## src/rtl/mul_result.sv

```systemverilog
// mul_result: multiply-op control pipe E->M, result select/sign-extend in M, M->W result register, retire counter
module mul_result #(
   parameter int XLEN = 64,
   parameter int CNTW = 32
) (
   input  logic              clk,
   input  logic              reset_n,
   input  logic              StallM,
   input  logic              FlushM,
   input  logic              StallW,
   input  logic              FlushW,
   input  logic              MulE,
   input  logic [2:0]        Funct3E,
   input  logic              W64E,
   input  logic [2*XLEN-1:0] ProdM,
   output logic              MulValidM,
   output logic [XLEN-1:0]   MulResultM,
   output logic              MulValidW,
   output logic [XLEN-1:0]   MulResultW,
   output logic [CNTW-1:0]   MulRetireCnt
);
   logic            valid_m_q, valid_m_d;
   logic [2:0]      funct3_m_q, funct3_m_d;
   logic            w64_m_q, w64_m_d;
   logic [XLEN-1:0] sext_w;
   logic [XLEN-1:0] result_m;
   logic            valid_w_q, valid_w_d;
   logic [XLEN-1:0] result_w_q, result_w_d;
   logic            retire;
   logic [CNTW-1:0] cnt_q, cnt_d;

   // E->M control: hold while stalled, otherwise load op or bubble on flush; word ops exist only on RV64
   always_comb begin
      valid_m_d  = StallM ? valid_m_q  : ~FlushM & MulE;
      funct3_m_d = StallM ? funct3_m_q : (FlushM ? 3'b000 : Funct3E);
      w64_m_d    = StallM ? w64_m_q    : ~FlushM & W64E & (XLEN == 64);
   end

   // E->M control register
   always_ff @(posedge clk or negedge reset_n) begin
      if (!reset_n) begin
         valid_m_q  <= 1'b0;
         funct3_m_q <= 3'b000;
         w64_m_q    <= 1'b0;
      end else begin
         valid_m_q  <= valid_m_d;
         funct3_m_q <= funct3_m_d;
         w64_m_q    <= w64_m_d;
      end
   end

   // Result select: low half for mul (sign-extended word for mulw), high half for mulh*, zero otherwise
   always_comb begin
      sext_w   = XLEN'($signed(ProdM[31:0]));
      result_m = (!valid_m_q || funct3_m_q[2]) ? '0 :
                 (funct3_m_q[1:0] != 2'b00)    ? ProdM[2*XLEN-1:XLEN] :
                 w64_m_q                       ? sext_w : ProdM[XLEN-1:0];
   end

   // M->W next state: hold while stalled, otherwise capture M or bubble on flush
   always_comb begin
      valid_w_d  = StallW ? valid_w_q  : ~FlushW & valid_m_q;
      result_w_d = StallW ? result_w_q : (FlushW ? '0 : result_m);
      retire     = valid_w_q & ~StallW & ~FlushW;
      cnt_d      = cnt_q + CNTW'(retire);
   end

   // M->W result register and retire counter (counter wraps naturally)
   always_ff @(posedge clk or negedge reset_n) begin
      if (!reset_n) begin
         valid_w_q  <= 1'b0;
         result_w_q <= '0;
         cnt_q      <= '0;
      end else begin
         valid_w_q  <= valid_w_d;
         result_w_q <= result_w_d;
         cnt_q      <= cnt_d;
      end
   end

   assign MulValidM    = valid_m_q;
   assign MulResultM   = result_m;
   assign MulValidW    = valid_w_q;
   assign MulResultW   = result_w_q;
   assign MulRetireCnt = cnt_q;
endmodule

```

## config.mk

```make
export PLATFORM = sky130hd
export DESIGN_NAME = mul_result
export DESIGN_NICKNAME = d
export VERILOG_FILES = /design/src/rtl/mul_result.sv
export SDC_FILE = /design/constraint.sdc
export NUM_CORES = 1
export LEC_CHECK = 0
export BUFFER_PORTS_ARGS = -buffer_cell sky130_fd_sc_hd__buf_2
export CORE_AREA = 5 5 137 139
export DETAILED_ROUTE_END_ITERATION = 16
export DIE_AREA = 0 0 142 144
export PLACE_DENSITY = 0.71
export REMOVE_ABC_BUFFERS = 1
export SLEW_MARGIN = 20
export SYNTH_ARGS = -nofsm -noshare
export SYNTH_HDL_FRONTEND = slang
export SYNTH_SLANG_ARGS = --single-unit
```

## constraint.sdc

```tcl
create_clock -name clk -period 1.85 [get_ports clk]
set_input_delay 0.4625 -clock clk [delete_from_list [all_inputs] [get_ports clk]]
set_output_delay 0.4625 -clock clk [all_outputs]
set_load 0.01 [all_outputs]
```

=== Yosys cells after proc, flatten, opt, wreduce, memory -nomap -nowiden ===
Cells that the tools add are included.

* Bits in registers: 102
* Bits of input ports: 139
* Word-level logic and storage cells: 23
* Output and inout port bits: 162

* Bitwise gates (word level): 8
* Reductions and logical operators: 3
* Muxes and demuxes: 5
* Add/subtract/negate cells: 1

{| class="wikitable"
|+ Operators with widths
! kind !! number
|-
| 64-bit 2-to-1 mux || 4
|-
| 32-bit by 1-bit adder with 32-bit output || 1
|-
| 1-bit AND || 5
|-
| 3-bit 2-to-1 mux || 1
|-
| 1-bit inverter || 3
|-
| 2-bit nonzero test || 1
|-
| 1-bit logical NOT || 1
|-
| 1-bit logical OR || 1
|}

=== Logic depth before layout (Yosys ltp) ===
Gate-level depths: netlist (run 1).

* Depth after elaboration: 4
* Depth in mapped cells: 9
* Gate-level depth less buffers: 8

=== Worst setup path before layout (run 1) ===
No wires, ideal clock.

* Kind: in2reg
* From: input StallW
* To: register cnt_q[18], in the netlist MulRetireCnt[18]
* Data required time: 1.724 ns
* Path slack: -0.737 ns
* Path buffers: 1
* Data arrival time: 2.461 ns
* Setup time: 0.126 ns
* Cell stages on the path: 9
* Cells stage by stage: nor2_1 -> clkbuf_1 -> and2_1 -> ha_1 -> ha_1 -> nand4_1 -> nor4_4 -> nand4_1 -> xnor2_1

* Longest elaborated chain between the ends: 4

{| class="wikitable"
|+ RTL lines
! what !! line !! RTL
|-
| from (decl) || 10 || <nowiki>input logic StallW,</nowiki>
|-
| 1-bit inverter || 64 || <nowiki>retire = valid_w_q & ~StallW & ~FlushW;</nowiki>
|-
| 1-bit AND (2 in series) || 64 ||
|-
| 32-bit by 1-bit adder with 32-bit output || 65 || <nowiki>cnt_d = cnt_q + CNTW'(retire);</nowiki>
|-
| net cnt_d[18] || 30 || <nowiki>logic [CNTW-1:0] cnt_q, cnt_d;</nowiki>
|-
| to (signal assigned) || 77 || <nowiki>cnt_q <= cnt_d;</nowiki>
|-
| to (decl) || 30 ||
|}

The timed path passes the listed nets, and every way through them passes these cells.
A chain may end at the register's enable or synchronous reset.

=== Final worst setup path (run 1) ===
* From: register funct3_m_q[1]
* To: output MulResultM[14]

* Longest elaborated chain between the ends: 3

{| class="wikitable"
|+ RTL lines
! what !! line !! RTL
|-
| from (decl) || 23 || <nowiki>logic [2:0] funct3_m_q, funct3_m_d;</nowiki>
|-
| from (signal assigned) || 47 || <nowiki>funct3_m_q <= funct3_m_d;</nowiki>
|-
| 2-bit nonzero test || 56 || <nowiki>(funct3_m_q[1:0] != 2'b00) ? ProdM[2*XLEN-1:XLEN] :</nowiki>
|-
| 64-bit 2-to-1 mux || 56 ||
|-
| 64-bit 2-to-1 mux || 55 || <nowiki>result_m = (!valid_m_q || funct3_m_q[2]) ? '0 :</nowiki>
|-
| to (decl) || 17 || <nowiki>output logic [XLEN-1:0] MulResultM,</nowiki>
|}

Every way passes these cells.

==> impl_metrics.yaml, run 1 <==
outcome:
  outcome: "finished, violations left"
  violations: "setup timing"
timing:
  setup_violations: 64
  hold_violations: 0
  finClkSkew_ps: 9.58
  fmax_ghz: 0.449
  fin_crit_ps: 2230
  fin_ws_ps: -376
  max-slew-margin-rel_pct: 51.3
  tightest_slew_ps: 731
  timing.final.crit_share_pct: 120
  hold_ws_ps: 188
  rsz0062_at_grt: "true"
  slew_violations: 0
global_route:
  grt_pass1_vias: 5337
  grt_pass1_wl_mm: 27.9
  grt_usage_pct: 17.3
  grt.overflow.total: 0
  grt_max_degree: 103
  antenna_found_initial: 0
detailed_routing:
  wl_per_cell_um: 17.7
  drcViolationCount: 0
  vias: 5795
  firstDrtPassIters: 4
  viasPerCell: 4.86
  drt_iter0_drc: 210
  routed_wl_mm: 21.1
  ant_nets: 0
worst_setup_path:
  end_kind: "primary output"
  path_class: "reg2out"
  worst_setup_path_start_kind: "register"
  timing.rr.start: "MulValidW"
  cp.arrival_ps: 1760
  worstPathMaxFanout: 6
  reg2regPathDepth: 8
  crit_start: "funct3_m_q[1]"
  cp.required_ps: 1390
final_layout:
  finish.utilization_pct: 50.5
  multi_input_area_um2: 3020
  nFillCells: 1561
  antenna_cells: 0
  final_nets: 1101
  drive_above_1_share_pct: 56.5
  area_delta_synth_final_pct: 72.7
  regArea_um2: 2550
logic_synthesis:
  synth_area_leaders: "dfrtp_1 50%, a21oi_1 9.4%, nand2_1 8.2%"
  synthDistinctLibCells: 29
  ys_warn_count: 0
  synth_common_cells: "112 x nand2_1, 102 x dfrtp_1, 96 x a21oi_1, 39 x nor2_1, 38 x nand2b_1"
  yosysMostFrequentCell: "nand2_1"
  synth-async-reset-ratio_pct: 100
  yosysTopAreaCellShare_pct: 49.8
  ys_seq_area_share_pct: 49.8
  synth_seq_cells: 102
  synthFlopType: "dfrtp_1"
  synth_edf_count: 0
  synthesis.area_um2: 5130
  postSynthAreaPerCell_um2: 8.84
  postSynthCellCount: 580
  yosysTopAreaCell: "dfrtp_1"
floorplan:
  die_area_um2: 20400
  die_y_um: 144
  core_area_um2: 17500
  start_util_pct: 29.2
  row_count: 49
  die_w_um: 142
  ios: 301
clock_tree:
  htreeDepth: 3
  cts-root-buf: "clkbuf_16"
  clk_pin_slew_ps: 70
  cts-hold-fix-buffers: 0
  clock_latency_ps: 340
  cts_inserted_buffers: 9
  cts_tree: "yes"
  clock-sinks: 102
  cts_max_path_buffers: 2
power_and_ir_drop:
  irDropWorstVdd_mv: 0.454
  leakage_nw: 4.65
  switching_share_pct: 29.9
  combPwrFrac_pct: 29.2
  p_per_area_nw_per_um2: 708
  pwr-share-clk_pct: 32.4
  p_sw_mw: 1.87
  seqPwrFrac_pct: 38.4
  finalPower_mw: 6.27
  p_int_mw: 4.39
placement:
  dpl.hpwl_mm: 13.2
  routabilityCongestion: 0.833
  place.port_buffers: 300
min_path:
  hp-class: "in2async"
run:
  cap_viol_max_count: 0
==> power by group through the flow <==
| stage | registers, mW | clock network (mW) | logic (mW) |
|---|---|---|---|
| after global routing | 2.42 | 2.17 | 1.97 |
| after CTS | 2.39 | 2.08 | 1.41 |
| final | 2.40 | 2.03 | 1.83 |
| after detailed placement | 2.43 | 0 | 1.30 |
| after global placement | 2.42 | 0 | 1.28 |
| after floorplan | 2.47 | 0 | 0.469 |
==> registers in the layout, summed over array words and instances (netlist names) <==
signal	flops
w64_m_q	1
MulResultW	64
MulRetireCnt	32
funct3_m_q	3
MulValidM	1
MulValidW	1
==> kinds of logic after synthesis <==
group | after synthesis | share of synthesized area (%)
and+or+nand+nor | 234 | 22.2
AOI/OAI and AO/OA | 166 | 18.6
adders and majority gates | 3 | 0.732
DFF | 102 | 49.8
xor gates and xnor gates | 30 | 5.12
buffers and inverters | 45 | 3.51
==> what timing repair did <==
item / CTS / global route
gates resized for setup: 21 / 141
setup buffers: 6 / 28
gates cloned: 3 / 11
setup endpoints to repair: 65 / 75
pin swaps: 3 / 41
==> layout by cell type (no fill, tap or decap), types with 3 or more instances in the layout <==
cell       netlist  layout
o21ai_1         25      25
o21ai_0         12      12
a21oi_4          0      16
buf_6            0      12
xnor2_1         23      23
buf_2            9     296
nand3_1         16      16
buf_12           0      11
nand2_2          0      10
inv_1            4       4
nand4_1          8       8
a22o_1          33      33
dfrtp_1        102     100
nand2b_1        38      35
clkbuf_16        0      16
xor2_1           7       7
nor3_1           4       3
or2_4            0       3
nand2_1        112      93
nor2_1          39      35
a21oi_1         96      15
nand2_4          0       8
buf_4            0      79
a21oi_2          0      65
==> final cells by class <==
class                      count  area share (%)
multi-input combinational    435            34.1
timing repair buffer         407            30.0
sequential                   102            28.9
tap                          229            3.24
clock buffer                  11            2.63
clock inverter                 5           0.933
inverter                       4           0.170
==> per-layer routing <==
layer | part of all wire [%] | up-vias | GRT usage (%)
met5 | 0 | - | 0
met4 | 1.8 | 0 | 5.81
met3 | 8.6 | 28 | 3.94
met2 | 51 | 261 | 30.2
met1 | 39 | 2749 | 21.3
li1 | - | 2757 | -
==> path summary, 6_finish.rpt <==
kind	to	slack [ps]
setup / recovery	MulResultM[14]	-380
hold / removal	MulRetireCnt[24]	190
setup reg to reg	MulRetireCnt[14]	50
hold reg to reg	MulRetireCnt[31]	470
max in group asynchronous	funct3_m_q[1]	1250
min in group clk	MulValidM	370
==> worst max-delay path, stage by stage, from the launching register on <==
cell and delay [ps]:
dfrtp_2 440, or2_4 340, clkbuf_16 190, clkbuf_16 170, nand2_2 70, a21oi_2 60
buf_2 160
==> per-stage QoR <==
stage	setup slack [ps]	cells	cell area (um2)	TNS (ps)
2_1_floorplan	-1340	539	4960	-135340
3_3_place_gp	-286	1132	7350	-3630
3_5_place_dp	-409	1132	7350	-4690
4_1_cts	-420	1157	7880	-21750
5_1_grt	-445	1193	8850	-25130
6_report	-376	1193	8850	-20100
Note: power is estimated with default switching activity, not from simulation.
==> inputs of run 2 (changes only) <==
Settings changed: MAX_ROUTING_LAYER set to met4.
==> impl_metrics.yaml, run 2 (synthesis gave the netlist of run 1 again) <==
placement:
  dpl.hpwl_mm: 13.2
  place.port_buffers: 300
  dpl_cell_area_um2: 7350
  routabilityCongestion: 0.846
final_layout:
  final_cell_mix: "296 x buf_2, 100 x dfrtp_1, 94 x nand2_1"
  drive_above_1_share_pct: 56.4
  nFillCells: 1565
  antenna_cells: 0
  final_nets: 1101
  design_area_um2: 8840
  finish.utilization_pct: 50.4
  largest_reg_flops: 64
  multi_input_area_um2: 3010
  regArea_um2: 2550
  area_delta_synth_final_pct: 72.4
  final_common_cell: "buf_2"
timing:
  finClkSkew_ps: 10.9
  fmax_ghz: 0.446
  hold_violations: 0
  setup_violations: 64
  fin_crit_ps: 2240
  slew_violations: 0
  rsz0062_at_grt: "true"
  timing.final.crit_share_pct: 121
  tightest_slew_ps: 735
  fin_ws_ps: -392
  totalNegativeSetupSlack_ps: -20310
  max-slew-margin-rel_pct: 51.0
outcome:
  outcome: "finished, violations left"
  violations: "setup timing"
min_path:
  hp-class: "in2async"
global_route:
  grt_pass1_wl_mm: 27.9
  antenna_found_initial: 0
  grt_pass1_vias: 5343
  grt_usage_pct: 17.9
  grt.overflow.total: 0
  grt_max_degree: 103
clock_tree:
  cts_inserted_buffers: 9
  cts-hold-fix-buffers: 0
  htreeDepth: 3
  cts-root-buf: "clkbuf_16"
  clk_pin_slew_ps: 70
  cts_tree: "yes"
  clock_latency_ps: 350
  clock-sinks: 102
  cts_max_path_buffers: 2
run:
  cap_viol_max_count: 0
worst_setup_path:
  r2r_end: "MulRetireCnt[14]"
  worstPathMaxFanout: 6
  critPathSlowestCell: "dfrtp_2"
  path_class: "reg2out"
  cp.required_ps: 1390
  cpMostUsedCell: "clkbuf_16"
  crit_path_max_incr_delay_ps: 440
  reg2regPathDepth: 8
  end_kind: "primary output"
  worst_setup_path_start_kind: "register"
  reg2reg_slack_ps: 50
  timing.rr.start: "MulValidW"
  cp.arrival_ps: 1780
  worstPathCellList: "or2_4, clkbuf_16, clkbuf_16, nand2_2, a21oi_2, buf_2"
power_and_ir_drop:
  p_per_area_nw_per_um2: 708
  leakage_nw: 4.64
  irDropWorstVdd_mv: 0.453
detailed_routing:
  ant_nets: 0
  wl_per_cell_um: 17.7
  drcViolationCount: 0
  drt_iter0_drc: 201
  viasPerCell: 4.90
  vias: 5849
  routed_wl_mm: 21.1
  firstDrtPassIters: 5
floorplan:
  start_util_pct: 29.2
  die_area_um2: 20400
  core_area_um2: 17500
  row_count: 49
  ios: 301
  die_y_um: 144
  die_w_um: 142
==> run 2: cell counts in the layout (fill, tap and decap cells not counted) <==
Identical to the previous run, type by type.
==> run 2: cell type report <==
type,instances,share of cell area (%)
clock buffers,11,2.63
clock inverters,5,0.934
inverters,4,0.170
multi-input cells,435,34.0
flip-flops and latches,102,28.9
well taps,229,3.24
repair buffers,407,30.1
==> run 2: how the worst max path moves through the flow <==
stage                       start  cells past startpoint               end  slack [ps]
floorplan                  StallW                      8  MulRetireCnt[18]       -1340
global placement           StallW                     10  MulRetireCnt[14]        -290
detailed placement         StallW                     10  MulRetireCnt[14]        -410
CTS                 funct3_m_q[0]                      6    MulResultM[58]        -420
global route        funct3_m_q[0]                      6    MulResultM[48]        -450
finish              funct3_m_q[1]                      6    MulResultM[21]        -390
==> run 2: report_power, final <==
part / internal, mW / switching [mW]
Combinational: 0.882 / 0.944
Clock: 1.19 / 0.841
Sequential: 2.32 / 0.0872
==> run 2: worst max-delay path, delay by kind of cell, from the launching register on <==
kind / cells / cell delay, ps
AO/OA/AOI/OAI: 1 / 60
buffers and inverters: 3 / 510
AND/OR/NAND/NOR: 2 / 420
flip-flops: 1 / 440
==> run 2: layer usage <==
metal / wire length (um) / track usage [%] / vias to the layer above
li1: - / - / 2758
met1: 8300 / 21.7 / 2768
met2: 10700 / 30.2 / 287
met3: 1610 / 3.41 / 36
met4: 493 / 5.81 / 0
met5: 0 / - / -
==> run 2: per-stage QoR <==
| stage | hold slack, ps | worst slack, ps | instances | total power, mW |
|---|---|---|---|---|
| global route | 229 | -447 | 1193 | 6.55 |
| global placement | 455 | -286 | 1132 | 3.71 |
| CTS | 205 | -420 | 1157 | 5.88 |
| floorplan | 167 | -1340 | 539 | 2.94 |
| detailed placement | 471 | -409 | 1132 | 3.72 |
| finish | 188 | -392 | 1193 | 6.26 |
==> run 2: what timing repair did <==
action                                  CTS  global route
resized for setup                        21           138
gates cloned                              3            11
buffers inserted                          6            28
endpoints found under the setup margin   65            75
pin swaps                                 3            39
